[src/rtl/rr_arb_pkg.sv]
// Shared constants and state type for the 4-requester round-robin arbiter.
package rr_arb_pkg;

    localparam int N_REQ = 4;
    localparam int ID_W  = 2;

    typedef enum logic {
        IDLE = 1'b0,
        BUSY = 1'b1
    } arb_state_t;

endpackage

[src/rtl/rr_pick4.sv]
// Rotating-priority 4-to-2 encoder: scans req upward from base (mod 4), first set bit wins.
module rr_pick4
    import rr_arb_pkg::*;
(
    input  logic [N_REQ-1:0] req,
    input  logic [ID_W-1:0]  base,
    output logic [N_REQ-1:0] onehot,
    output logic [ID_W-1:0]  id,
    output logic             any
);

    logic [N_REQ-1:0] rot_s;
    logic [2:0]       sel_s;

    // Rotate so that position 0 is the base requester, then take the lowest set position.
    always_comb begin
        rot_s = 4'b0000;
        sel_s = 3'd4;
        for (int k = 0; k < N_REQ; k++) begin
            rot_s[k] = req[base + 2'(k)];
        end
        for (int k = N_REQ - 1; k >= 0; k--) begin
            sel_s = rot_s[k] ? 3'(k) : sel_s;
        end
        any    = (sel_s != 3'd4);
        id     = any ? (base + sel_s[1:0]) : 2'd0;
        onehot = any ? (4'b0001 << id) : 4'b0000;
    end

endmodule

[src/rtl/rr_arbiter_4to2.sv]
// Four-requester round-robin arbiter with bounded tenure and a registered one-hot grant.
module rr_arbiter_4to2
    import rr_arb_pkg::*;
#(
    parameter int MAX_HOLD = 8,
    parameter int CNT_W    = $clog2(MAX_HOLD + 1)
) (
    input  logic             clk,
    input  logic             rst_n,
    input  logic [N_REQ-1:0] req,
    output logic [N_REQ-1:0] gnt,
    output logic [ID_W-1:0]  gnt_id,
    output logic             gnt_valid
);

    localparam logic [CNT_W-1:0] HOLD_LAST = CNT_W'(MAX_HOLD - 1);

    arb_state_t        state_q, state_d;
    logic [N_REQ-1:0]  gnt_q, gnt_d;
    logic [ID_W-1:0]   gnt_id_q, gnt_id_d;
    logic [ID_W-1:0]   ptr_q, ptr_d;
    logic [CNT_W-1:0]  hold_q, hold_d;

    logic              release_s;
    logic [ID_W-1:0]   base_s;
    logic [N_REQ-1:0]  pick_onehot_s;
    logic [ID_W-1:0]   pick_id_s;
    logic              pick_any_s;

    // On release the re-pick starts just past the current owner, so the owner is scanned last.
    assign release_s = (~req[gnt_id_q]) | (hold_q == HOLD_LAST);
    assign base_s    = (state_q == BUSY) ? (gnt_id_q + 2'd1) : ptr_q;

    rr_pick4 u_pick (
        .req    (req),
        .base   (base_s),
        .onehot (pick_onehot_s),
        .id     (pick_id_s),
        .any    (pick_any_s)
    );

    // Next-state logic: grant from IDLE, hold or hand off (without a bubble) from BUSY.
    always_comb begin
        state_d  = state_q;
        gnt_d    = gnt_q;
        gnt_id_d = gnt_id_q;
        ptr_d    = ptr_q;
        hold_d   = hold_q;
        case (state_q)
            IDLE: begin
                if (pick_any_s) begin
                    state_d  = BUSY;
                    gnt_d    = pick_onehot_s;
                    gnt_id_d = pick_id_s;
                    hold_d   = {CNT_W{1'b0}};
                end else begin
                    state_d  = IDLE;
                end
            end
            BUSY: begin
                if (release_s) begin
                    ptr_d  = gnt_id_q + 2'd1;
                    hold_d = {CNT_W{1'b0}};
                    if (pick_any_s) begin
                        gnt_d    = pick_onehot_s;
                        gnt_id_d = pick_id_s;
                    end else begin
                        state_d  = IDLE;
                        gnt_d    = 4'b0000;
                        gnt_id_d = 2'd0;
                    end
                end else begin
                    hold_d = hold_q + CNT_W'(1);
                end
            end
            default: begin
                state_d  = IDLE;
                gnt_d    = 4'b0000;
                gnt_id_d = 2'd0;
                hold_d   = {CNT_W{1'b0}};
            end
        endcase
    end

    // Arbiter state registers.
    always_ff @(posedge clk or negedge rst_n) begin
        if (!rst_n) begin
            state_q  <= IDLE;
            gnt_q    <= 4'b0000;
            gnt_id_q <= 2'd0;
            ptr_q    <= 2'd0;
            hold_q   <= {CNT_W{1'b0}};
        end else begin
            state_q  <= state_d;
            gnt_q    <= gnt_d;
            gnt_id_q <= gnt_id_d;
            ptr_q    <= ptr_d;
            hold_q   <= hold_d;
        end
    end

    assign gnt       = gnt_q;
    assign gnt_id    = gnt_id_q;
    assign gnt_valid = |gnt_q;

endmodule

[config.mk]
export PLATFORM = sky130hd
export DESIGN_NAME = rr_arbiter_4to2
export DESIGN_NICKNAME = d
export VERILOG_FILES = /design/src/rtl/rr_arb_pkg.sv /design/src/rtl/rr_pick4.sv /design/src/rtl/rr_arbiter_4to2.sv
export SDC_FILE = /design/constraint.sdc
export NUM_CORES = 1
export LEC_CHECK = 0
export CAP_MARGIN = 20
export CORE_UTILIZATION = 52
export CTS_CLUSTER_DIAMETER = 150
export DETAILED_ROUTE_END_ITERATION = 6
export DONT_BUFFER_PORTS = 1
export GPL_TIMING_DRIVEN = 0
export HOLD_SLACK_MARGIN = 0.02
export PLACE_DENSITY = 0.71
export SLEW_MARGIN = 20
export SYNTH_ARGS = -nofsm -noshare
export SYNTH_HDL_FRONTEND = slang
export SYNTH_SLANG_ARGS = --single-unit
[constraint.sdc]
create_clock -name clk -period 2.5 [get_ports clk]
set_input_delay 0.5 -clock clk [delete_from_list [all_inputs] [get_ports clk]]
set_output_delay 0.5 -clock clk [all_outputs]
set_load 0.05 [all_outputs]
Word level (Yosys, flattened, before mapping)
Index checks and enable logic that the tools add are counted.
- bitwise gates (word level): 3
- mux-type cells: 30
- magnitude comparators: 5
- equality and inequality tests: 4
- reductions and logical operators: 3
- shifts and indexed selects: 1
- $add $sub $neg: 6
- operators by type and width (operator ; number):
    $mux W4 ; 5
    $pmux W4 S2 ; 2
    $lt A2 B3 Y1 const B ; 5
    $mux W3 ; 4
    $bmux W1 S2 ; 5
    $mux W2 ; 5
    $mux W1 ; 7
    $add A2 B1 Y2 const B ; 2
    $add A2 B2 Y2 const B ; 2
    $add A4 B1 Y4 const B ; 1
    $eq A4 B3 Y1 const B ; 1
    $pmux W2 S2 ; 1
    $reduce_and A2 Y1 ; 2
    $reduce_or A4 Y1 ; 1
    $shl A1 B2 Y4 const A ; 1
    $ne A3 B3 Y1 const B ; 1
    $add A2 B2 Y2 ; 1
    $ne A2 B1 Y1 const B ; 1
    $ne A2 B2 Y1 const B ; 1
    $not A1 Y1 ; 2
    $pmux W1 S2 ; 1
    $or A1 B1 Y1 ; 1
- bits in registers: 13
- word-level logic and storage cells: 57
- output and inout port bits: 7
- input bits: 6

Depth between registers and ports, before layout
- word-level depth: 15
- depth in mapped cells: 6
- depth with buffers taken out: 6

By module
Synthesis repeated with hierarchy kept, for this count alone.
- cells, all modules: 101
- area total of the unflattened synthesis: 1002.2 um^2
- by module, submodules not included (module ; sequential area each (um^2) ; cells an instance ; area an instance (um^2) ; times used):
    rr_arbiter_4to2 ; 325.3 ; 61 ; 705.7 ; 1
    rr_pick4 ; 0.0 ; 40 ; 296.5 ; 1

Worst setup path before layout
OpenSTA, ideal clock, no wires.
- kind: register to register
- from: register gnt_id_q[0] (netlist: gnt_id[0])
- to: register ptr_q[1]
- cell stages (with the launch flop): 5
- path buffers: 1
- path slack: 490 ps
- required time: 2375 ps
- period minus slack after synthesis: 2010 ps
- library setup time: 125 ps
- arrival: 1885 ps
- cells stage by stage: dfrtp_1 > buf_6 > mux4_2 > a21boi_2 > mux2_2
- word-level cells in the longest chain between the ends: 5
- elaborated cells on any way between the ends: 6
- classes of those cells: 1 x add/sub; 2 x mux; 2 x bitwise; 1 x reduce/logical
- RTL lines (element ; RTL line ; RTL):
    start, declared ; rr_arbiter_4to2.sv:20 ; logic [ID_W-1:0] gnt_id_q, gnt_id_d;
    start signal, assigned ; rr_arbiter_4to2.sv:96 ; gnt_id_q <= gnt_id_d;
    $bmux W1 S2 ; rr_arbiter_4to2.sv:31 ; assign release_s = (~req[gnt_id_q]) | (hold_q == HOLD_LAST);
    $mux W1 (implied by the code) ; rr_arbiter_4to2.sv:31 ;
    $not A1 Y1 ; rr_arbiter_4to2.sv:31 ;
    $or A1 B1 Y1 ; rr_arbiter_4to2.sv:31 ;
    $reduce_and A2 Y1 (no source line) ; -- ;
    end signal, assigned ; rr_arbiter_4to2.sv:97 ; ptr_q <= ptr_d;
    end, declared ; rr_arbiter_4to2.sv:21 ; logic [ID_W-1:0] ptr_q, ptr_d;
Several ways; a longest one is shown, not always the timed one. The select of a mux whose other input is x is not followed.
A chain may end at the register's enable or synchronous reset.

Worst setup path after layout
- from: register gnt_q[1] (netlist: gnt[1])
- to: output port gnt_valid
- word-level cells in the longest chain between the ends: 1
- RTL lines (element ; RTL line ; RTL):
    start, declared ; rr_arbiter_4to2.sv:19 ; logic [N_REQ-1:0] gnt_q, gnt_d;
    start signal, assigned ; rr_arbiter_4to2.sv:95 ; gnt_q <= gnt_d;
    $reduce_or A4 Y1 ; rr_arbiter_4to2.sv:104 ; assign gnt_valid = |gnt_q;
    end, declared ; rr_arbiter_4to2.sv:13 ; output logic gnt_valid
No other way between the ends.

==> flow_summary_export.csv <==
group,metric,value,unit
critical_path,cp-startpoint,"gnt[1]$_DFFE_PN0P_",
global_routing,grt_pass1_vias,521,
power,vdd.ir_drop.worst,0.854,mV
timing,setup_viol,0,
critical_path,start_kind,"flip-flop",
synth,synth-compound-area-share,26.8,%
timing,period_minus_slack,2200,ps
route,final_antenna_net_count,0,
timing,hold_viol_final,0,
placed_design,place_hpwl,1070,µm
critical_path,max_stage_delay,860,ps
synth,synth_xor_area_share,2.25,%
critical_path,cp.required,2000,ps
clocking,cts_sinks,13,
cells_and_area,instances_no_fill,96,
placed_design,dpl.cell_count,91,
global_routing,antenna_found_initial,0,
synth,synth_cells,76,
synth,yosysWarnings,0,
clocking,clk-insertion-delay-late,270,ps
die,rows,13,
synth,synth_top_family_by_area,"compound AO/OA/AOI/OAI gates",
timing,rsz0062_at_grt,"false",
placed_design,gp_congestion,0.699,
route,num_vias,597,
critical_path,crit_cells,1,
timing,worstMarginPinSlew,641,ps
cells_and_area,drive_above_1_share,16.0,%
global_routing,grt_overflow_total,0,
cells_and_area,multi_input_area,419,µm²
synth,ys_ff_latch,13,
run,maxCapViolations,0,
cells_and_area,nets,89,
critical_path,crit_slowest_cell,"or4_1",
clocking,cts.repair.resized,0,
timing,layout_setup_ws,297,ps
critical_path,crit_buf_inv,0,
placed_design,port_buffers,0,
critical_path,cp_top_family,"simple AND/OR/NAND/NOR gates",
timing,fin_crit_sh,88.1,%
synth,syn_area_per_cell,10.3,µm²
critical_path,regToRegEndpoint,"ptr_q[1]$_DFFE_PN0P_",
clocking,cts_root_buf,"clkbuf_4",
die,die_x,40.7,µm
critical_path,endpoint_kind,"output port",
timing,slew_violations,0,
die,dieArea,0.00166,mm²
cells_and_area,seqCellArea,325,µm²
clocking,htree_num_levels,1,
synth,synth-simple-area-share,18.8,%
clocking,cts_setup_buffers,0,
die,die_y,40.7,µm
power,powerDensity,1270,mW/mm²
cells_and_area,fillers,117,
critical_path,r2r_cells,4,
synth,synth_edf_count,0,
synth,synth-seq-area-share,41.7,%
critical_path,endpoint,"gnt_valid",
cells_and_area,antenna_cells,0,
die,design.core.area,0.00135,mm²
timing,fmax,454,MHz
min_path,hp-class,"primary input to flip-flop",
synth,synth_cell_types,38,
power,leakage,0.000369,µW
global_routing,grt_max_degree,14,
clocking,cts_inserted_buffers,3,
synth,syn-num-nets,83,
timing,relSlewSlack,57.3,%
route,drc,0,
critical_path,timing.rr.start,"gnt_id[0]$_DFFE_PN0P_",
clocking,ctsHoldBuffers,1,
clocking,cts.path.max_buffers,2,
timing,finalSetupTns,0,ps
route,first_pass_iters,4,
synth,synthArstFlopShare,100,%
die,initial_utilization,57.7,%
synth,mappedNetlistArea,779,µm²
critical_path,critical_path_arrival,1700,ps
timing,clock_skew,6.30,ps
critical_path,r2r_setup_slack,410,ps
global_routing,grt_use_total,20.0,%
route,finalWirelength,1440,µm
outcome,status,"finished clean",
clocking,clk_pin_slew_worst_paths,80,ps
synth,synthFlopType,"dfrtp_1",
clocking,cts_tree,"done",
route,via_per_inst,6.22,
critical_path,path_cells,"or4_1",
critical_path,critPathKind,"flip-flop to output port",
synth,yosys-mux-area-fraction,4.33,%
synth,yosys.area_share.adder,1.61,%
die,ios,13,
critical_path,worstPathMaxFanout,3,
placed_design,place_ws,410,ps
route,initialDrtViolationCount,12,
route,wire_per_inst,15.0,µm
cells_and_area,syn2layout_area_growth,7.06,%
global_routing,grt_pass1_wl,2170,µm
==> metrics by stage <==
stage / utilization (%) / hold slack [ps] / cell area [µm²] / total power (µW)
after CTS: 61.8 / 421 / 835 / 1060
after floorplan: - / 204 / 779 / 852
after detailed placement: 59.1 / 205 / 798 / 928
after global placement: 59.1 / 205 / 798 / 922
after global routing: 61.8 / 441 / 835 / 1130
final: 61.8 / 426 / 835 / 1060
==> power by group <==
part | total [µW] | switching (µW) | leakage, µW | internal [µW]
Sequential | 491 | 209 | 0.000162 | 282
Combinational | 441 | 253 | 0.000191 | 189
Clock | 129 | 67.2 | 0.0000150 | 61.7
Total | 1060 | 529 | 0.000369 | 532
==> Yosys cell counts (all sizes together), types with 2 or more instances <==
library cell	n	share of area, %
xor2	2	2.2
buf	2	2.1
nand2	7	3.4
inv	5	2.4
and3b	2	2.2
a21oi	3	1.9
dfrtp	13	42
o21ai	7	5.0
a22o	2	2.2
nand3	3	2.6
o31ai	2	1.9
nor2	5	2.4
==> kinds of logic (layout without fill, tap and decap cells) <==
logic type,Yosys count,after routing
AOI/OAI and AO/OA,26,26
and+or+nand+nor,25,25
DFF,13,13
buffers and inverters,7,12
xor gates and xnor gates,2,2
muxes,2,2
adders and majority gates,1,1
==> area by class of cell <==
| class | count | share of cell area (%) |
|---|---|---|
| well taps | 15 | 2.25 |
| multi-input cells | 56 | 50.2 |
| clock buffers | 4 | 3.15 |
| inverters | 5 | 2.25 |
| repair buffers | 1 | 1.20 |
| plain buffers | 2 | 1.95 |
| flip-flops and latches | 13 | 39.0 |
==> placed cells by master (no fill, tap or decap), drive strengths merged, types with 2 or more instances in the layout <==
master,count
dfrtp,13
clkbuf,4
a22o,2
o31ai,2
inv,5
and3b,2
buf,2
xor2,2
a21oi,3
nand2,7
nor2,5
nand3,3
o21ai,7
==> flip-flops by register name, indices dropped and copies added (netlist names) <==
register / count
state_q: 1
gnt_id: 2
hold_q: 4
ptr_q: 2
gnt: 4
==> how the worst min path moves through the flow <==
| stage | start | to | slack, ps | cells past startpoint |
|---|---|---|---|---|
| finish | req[0] | state_q$_DFF_PN0_ | 430 | 2 |
| global route | req[0] | state_q$_DFF_PN0_ | 440 | 2 |
| CTS | req[0] | state_q$_DFF_PN0_ | 420 | 2 |
| detailed placement | rst_n | ptr_q[1]$_DFFE_PN0P_ | 200 | 0 |
| global placement | rst_n | ptr_q[1]$_DFFE_PN0P_ | 200 | 0 |
| floorplan | rst_n | gnt[0]$_DFFE_PN0P_ | 200 | 0 |
==> routing by layer <==
layer / GRT usage [%] / share of wire, %
met3: 5.43 / 5.2
met4: 5.00 / 0.49
met2: 29.4 / 43
met5: 0 / 0
met1: 28.9 / 51
(Power assumes the default switching activity.)
